===== config.mk =====
export PLATFORM = sky130hd
export DESIGN_NAME = mm_job_sequencer
export DESIGN_NICKNAME = d
export VERILOG_FILES = /design/src/rtl/mm_pkg.sv /design/src/rtl/mm_job_sequencer.sv
export SDC_FILE = /design/constraint.sdc
export NUM_CORES = 1
export LEC_CHECK = 0
export CAP_MARGIN = 0
export CORE_ASPECT_RATIO = 0.6
export CORE_MARGIN = 4
export CORE_UTILIZATION = 30
export DETAILED_ROUTE_END_ITERATION = 6
export PLACE_DENSITY_LB_ADDON = 0.15
export SLEW_MARGIN = 20
export SYNTH_ARGS = -nofsm -noshare
export SYNTH_HDL_FRONTEND = slang
export SYNTH_SLANG_ARGS = --single-unit

===== constraint.sdc =====
create_clock -name clk -period 1.79 [get_ports clk]
set_input_delay 0.358 -clock clk [delete_from_list [all_inputs] [get_ports clk]]
set_output_delay 0.358 -clock clk [all_outputs]
set_load 0.02 [all_outputs]

===== src/rtl/mm_pkg.sv =====
// Shared definitions for the 2x2 matrix-multiply job sequencer: widths, FSM states,
// operand and result slot indices.
package mm_pkg;

    localparam int DATA_W = 8;
    localparam int RES_W  = 17;

    typedef enum logic [1:0] {
        IDLE,
        LOAD,
        SETTLE,
        DRAIN
    } state_e;

    localparam logic [2:0] IDX_A00 = 3'd0;
    localparam logic [2:0] IDX_A01 = 3'd1;
    localparam logic [2:0] IDX_A10 = 3'd2;
    localparam logic [2:0] IDX_A11 = 3'd3;
    localparam logic [2:0] IDX_B00 = 3'd4;
    localparam logic [2:0] IDX_B01 = 3'd5;
    localparam logic [2:0] IDX_B10 = 3'd6;
    localparam logic [2:0] IDX_B11 = 3'd7;

    localparam logic [1:0] IDX_C00 = 2'd0;
    localparam logic [1:0] IDX_C01 = 2'd1;
    localparam logic [1:0] IDX_C10 = 2'd2;
    localparam logic [1:0] IDX_C11 = 2'd3;

    function automatic logic is_last_operand(input logic [2:0] idx);
        return idx == IDX_B11;
    endfunction

endpackage


===== src/rtl/mm_job_sequencer.sv =====
// Sequences one 2x2 matrix-multiply job: streams 8 operand bytes into the multiplier,
// waits one settle cycle, then streams the 4 products out with valid/ready.
module mm_job_sequencer #(
    parameter int DATA_W     = mm_pkg::DATA_W,
    parameter int RES_W      = mm_pkg::RES_W,
    parameter int CNT_W      = 16,
    parameter bit AUTO_START = 1'b1
) (
    input  logic              clk,
    input  logic              reset,
    input  logic              start,
    input  logic              abort,
    input  logic              in_valid,
    input  logic [DATA_W-1:0] in_data,
    output logic              in_ready,
    output logic              out_valid,
    output logic [RES_W-1:0]  out_data,
    output logic [1:0]        out_idx,
    input  logic              out_ready,
    output logic              busy,
    output logic              done,
    output logic [CNT_W-1:0]  job_count,
    output logic              mm_execute,
    output logic [2:0]        mm_sel_in,
    output logic [DATA_W-1:0] mm_input_val,
    output logic [1:0]        mm_sel_out,
    input  logic [RES_W-1:0]  mm_out
);
    import mm_pkg::*;

    state_e           state_q, state_d;
    logic [2:0]       load_cnt_q, load_cnt_d;
    logic [1:0]       out_idx_q, out_idx_d;
    logic             done_q, done_d;
    logic [CNT_W-1:0] job_count_q, job_count_d;
    logic             load_hs;

    // The multiplier captures its operand on every edge with execute low, so execute
    // may only drop on a real, non-aborted handshake.
    assign load_hs = (state_q == LOAD) && in_valid && !abort;

    always_comb begin
        state_d     = state_q;
        load_cnt_d  = load_cnt_q;
        out_idx_d   = out_idx_q;
        done_d      = 1'b0;
        job_count_d = job_count_q;

        if (state_q != IDLE && abort) begin
            state_d    = IDLE;
            load_cnt_d = 3'd0;
            out_idx_d  = IDX_C00;
        end else begin
            case (state_q)
                IDLE: begin
                    if (AUTO_START ? in_valid : start) state_d = LOAD;
                end
                LOAD: begin
                    if (in_valid) begin
                        load_cnt_d = load_cnt_q + 3'd1;
                        if (is_last_operand(load_cnt_q)) state_d = SETTLE;
                    end
                end
                SETTLE: state_d = DRAIN;
                DRAIN: begin
                    if (out_ready) begin
                        out_idx_d = out_idx_q + 2'd1;
                        if (out_idx_q == IDX_C11) begin
                            state_d     = IDLE;
                            done_d      = 1'b1;
                            job_count_d = job_count_q + CNT_W'(1);
                        end
                    end
                end
                default: state_d = IDLE;
            endcase
        end
    end

    always_ff @(posedge clk or negedge reset) begin
        if (!reset) begin
            state_q     <= IDLE;
            load_cnt_q  <= 3'd0;
            out_idx_q   <= IDX_C00;
            done_q      <= 1'b0;
            job_count_q <= '0;
        end else begin
            state_q     <= state_d;
            load_cnt_q  <= load_cnt_d;
            out_idx_q   <= out_idx_d;
            done_q      <= done_d;
            job_count_q <= job_count_d;
        end
    end

    assign in_ready     = (state_q == LOAD);
    assign out_valid    = (state_q == DRAIN);
    assign busy         = (state_q != IDLE);
    assign done         = done_q;
    assign job_count    = job_count_q;
    assign out_idx      = out_idx_q;
    assign out_data     = mm_out;
    assign mm_execute   = !load_hs;
    assign mm_sel_in    = load_cnt_q;
    assign mm_input_val = in_data;
    assign mm_sel_out   = out_idx_q;

endmodule

==> impl_results.md <==
- Clk pin slew, worst setup/hold paths: 0.09 ns
- Fin area: 1810 µm²
- GRT Total Usage: 10.4%
- CP endpoint: job_count[5]
- Fin nets: just under 200
- Area leader, netlist: dfrtp_1
- #FFs+latches synth: 24
- CP startpoint: job_count[5]
- Vias in the first global route: 1,054
- Ports: 84
- Initial antenna violation count: 0
- Post-Synthesis Cells: 138
- Area grow syn2layout: 22.4%
- Pins Over Slew Limit: 0
- Area fraction of the dominant cell type after synthesis: 40.6%
- CP delay by family, top: buffers and inverters
- Sequential share of the synthesized area: 40.6%
- Final hold viol count: 0
- Clock Skew: between 0.01 and 0.015 ns
- Gr ovfl total: 0
- Hold buffer count at CTS: 0
- Mapped Nets: around 180
- Global-route wire length before repair: 5.22 mm
- R2r startpoint: state_q[0]
- Unrepaired setup endpoints after global routing: true
- Req. time, crit path: about 1.4 ns
- LEAKAGE: ~0.00084 µW
- Dpl cell area: 1750 µm²
- Die area: 6150 µm²
- Via density: 4.51
- Mapped cell area: approximately 1500 µm²
- Critical path type: reg -> out
- Most frequent cells in the layout: 24 x dfrtp_1, 24 x clkdlybuf4s50_1, 13 x xnor2_1
- Post-DRT Antenna Nets: 0
- Critical path startpoint category: register
- HPWL after DPL: 2.36 mm
- PwrDens: 963 nW/µm²
- Slowest-stage cell, CP: clkdlybuf4s50_1
- Status: completed
- Max-cap violation count: 0
- Hold Crit Class: in -> async
- Wire length per cell: 13.5 µm
- DRC viols: 0
- Port buffer count: 32
- Largest net degree at the start of global routing: 25
- Drt total wl: 2.99 mm
- Buffers & Inverters on Critical Path: 1
- Core Region: 4660 µm²
- Unique masters post-synth: 27
- Clock sinks: 24
- Vias: ~1,000
- H-tree Lvls: 1
- RD Place Congestion: 0.745
- Crit Path Max Fanout: 5
- WP depth: 1
- Starting Density: 31.7%
- Leading cell types by total area after synthesis: dfrtp_1 41%, buf_4 14%, xnor2_1 7.7%
- Worst reg-to-reg path cell count: 6
- Syn avg cell area: 10.7 µm²
- Crit-path max cell delay: 0.64 ns
- Root Buffer: clkbuf_8
- Cell Rows: 19
- Chip width: 98.6 µm
- Drt first pass iters: 4
- Critical path arrival: roughly 1.4 ns
- Relative slew slack: 74.9%
- Flop2flop setup slack: roughly 0.11 ns
- Final hold slack: 0.436 ns
- VDD IR max: 0.000411 V
- Initial DRC Count: 18
- Total power: ~1700 µW
- Die Y-Extent: 62.4 µm
- Cells along the critical path: clkdlybuf4s50_1
- Clock period minus final worst setup slack: 1.73 ns
- Tcrit/Tclk final: 96.6%
- Number of inserted diodes: 0
- CTS Buf Count: 3
- Layout cells sized above 1: 19.6%
- Crit path capture type: output pin
- Clk_lat worst skew: 0.27 ns
- Yosys Warn Count: 0
- Setup violators final: 0
- Worst slew pin tran: 0.375 ns
- Highest Clock Rate: 578 MHz
- Worst r2r dst: state_q[1]
- Clock Path Buffers: 2
- CTS tree: yes
-- through the flow --
stage / std cells / setup WS [ns] / utilization (%) / setup TNS [ns]
2_1_floorplan: 138 / 0.0753 / - / 0
3_3_place_gp: 217 / -0.262 / 37.6 / -0.460
3_5_place_dp: 217 / -0.282 / 37.6 / -0.642
4_1_cts: 221 / 0.0203 / 38.6 / 0
5_1_grt: 221 / -0.0111 / 38.8 / -0.0111
6_report: 221 / 0.0609 / 38.8 / 0
-- flip-flops by register name (all words and copies together) (netlist names) --
register	count
mm_sel_out	2
job_count	16
mm_sel_in	3
done	1
state_q	2
-- kinds of logic after synthesis --
logic type / count (synthesis) / share of synthesized area (%)
AND/OR/NAND/NOR: 49 / 21.3
buffers and inverters: 32 / 15.5
flip-flops: 24 / 40.6
XOR/XNOR: 17 / 10.1
adder cells (fa/ha/maj): 9 / 7.62
AO/OA/AOI/OAI: 5 / 3.39
multiplexers: 2 / 1.44
-- repair_timing --
action / 4_1_cts / 5_1_grt
gates resized for setup: 9 / 8
pin swaps: 0 / 2
setup endpoints to repair: 5 / 11
buffers inserted: 0 / 0
-- synthesized netlist by cell type --
cell type  instances
mux2i_1            1
nor2b_2            1
or2_2              1
a2111oi_4          1
nand3_2            2
nor2_1             6
nand2_2            1
ha_1               9
buf_4             27
and3_1             3
nor3b_4            1
a211oi_1           1
nand2_1            9
nand3_1            9
nor3b_1            1
dfrtp_1           24
a21oi_1            3
nand4_1            7
xnor2_1           13
mux2_2             1
and2_1             2
nor2b_1            3
nor4b_4            2
nor3_1             1
xor2_1             4
buf_6              1
inv_1              4
-- per-layer routing --
layer,global-route usage [%],vias to the layer above,share of wire [%]
met5,0,-,0
met4,4.77,0,3.9
met3,4.03,25,6.2
met2,15.0,26,41
met1,13.7,465,49
li1,-,481,-
-- report_power, final --
group | total [µW] | internal (µW) | switching [µW] | leakage, µW
logic | 719 | 339 | 380 | 0.000485
clock network | 376 | 197 | 179 | 0.0000288
registers | 647 | 597 | 50.0 | 0.000331
total | 1740 | 1130 | 609 | 0.000844
-- final cells by class --
cell class	instances	area [µm²]
Multi-Input combinational cell	82	653
Inverter	4	15.0
Tap cell	63	78.8
Sequential cell	24	601
Clock buffer	4	55.1
Timing Repair Buffer	44	405
Fill cell	473	2850
-- worst min-delay path by stage --
stage / endpoint / cells after the start
after floorplan: done / 0
after global placement: job_count[15] / 1
after detailed placement: job_count[15] / 1
after CTS: mm_sel_in[2] / 2
after global routing: mm_sel_in[1] / 2
final: job_count[10] / 2
(Power assumes the default switching activity.)
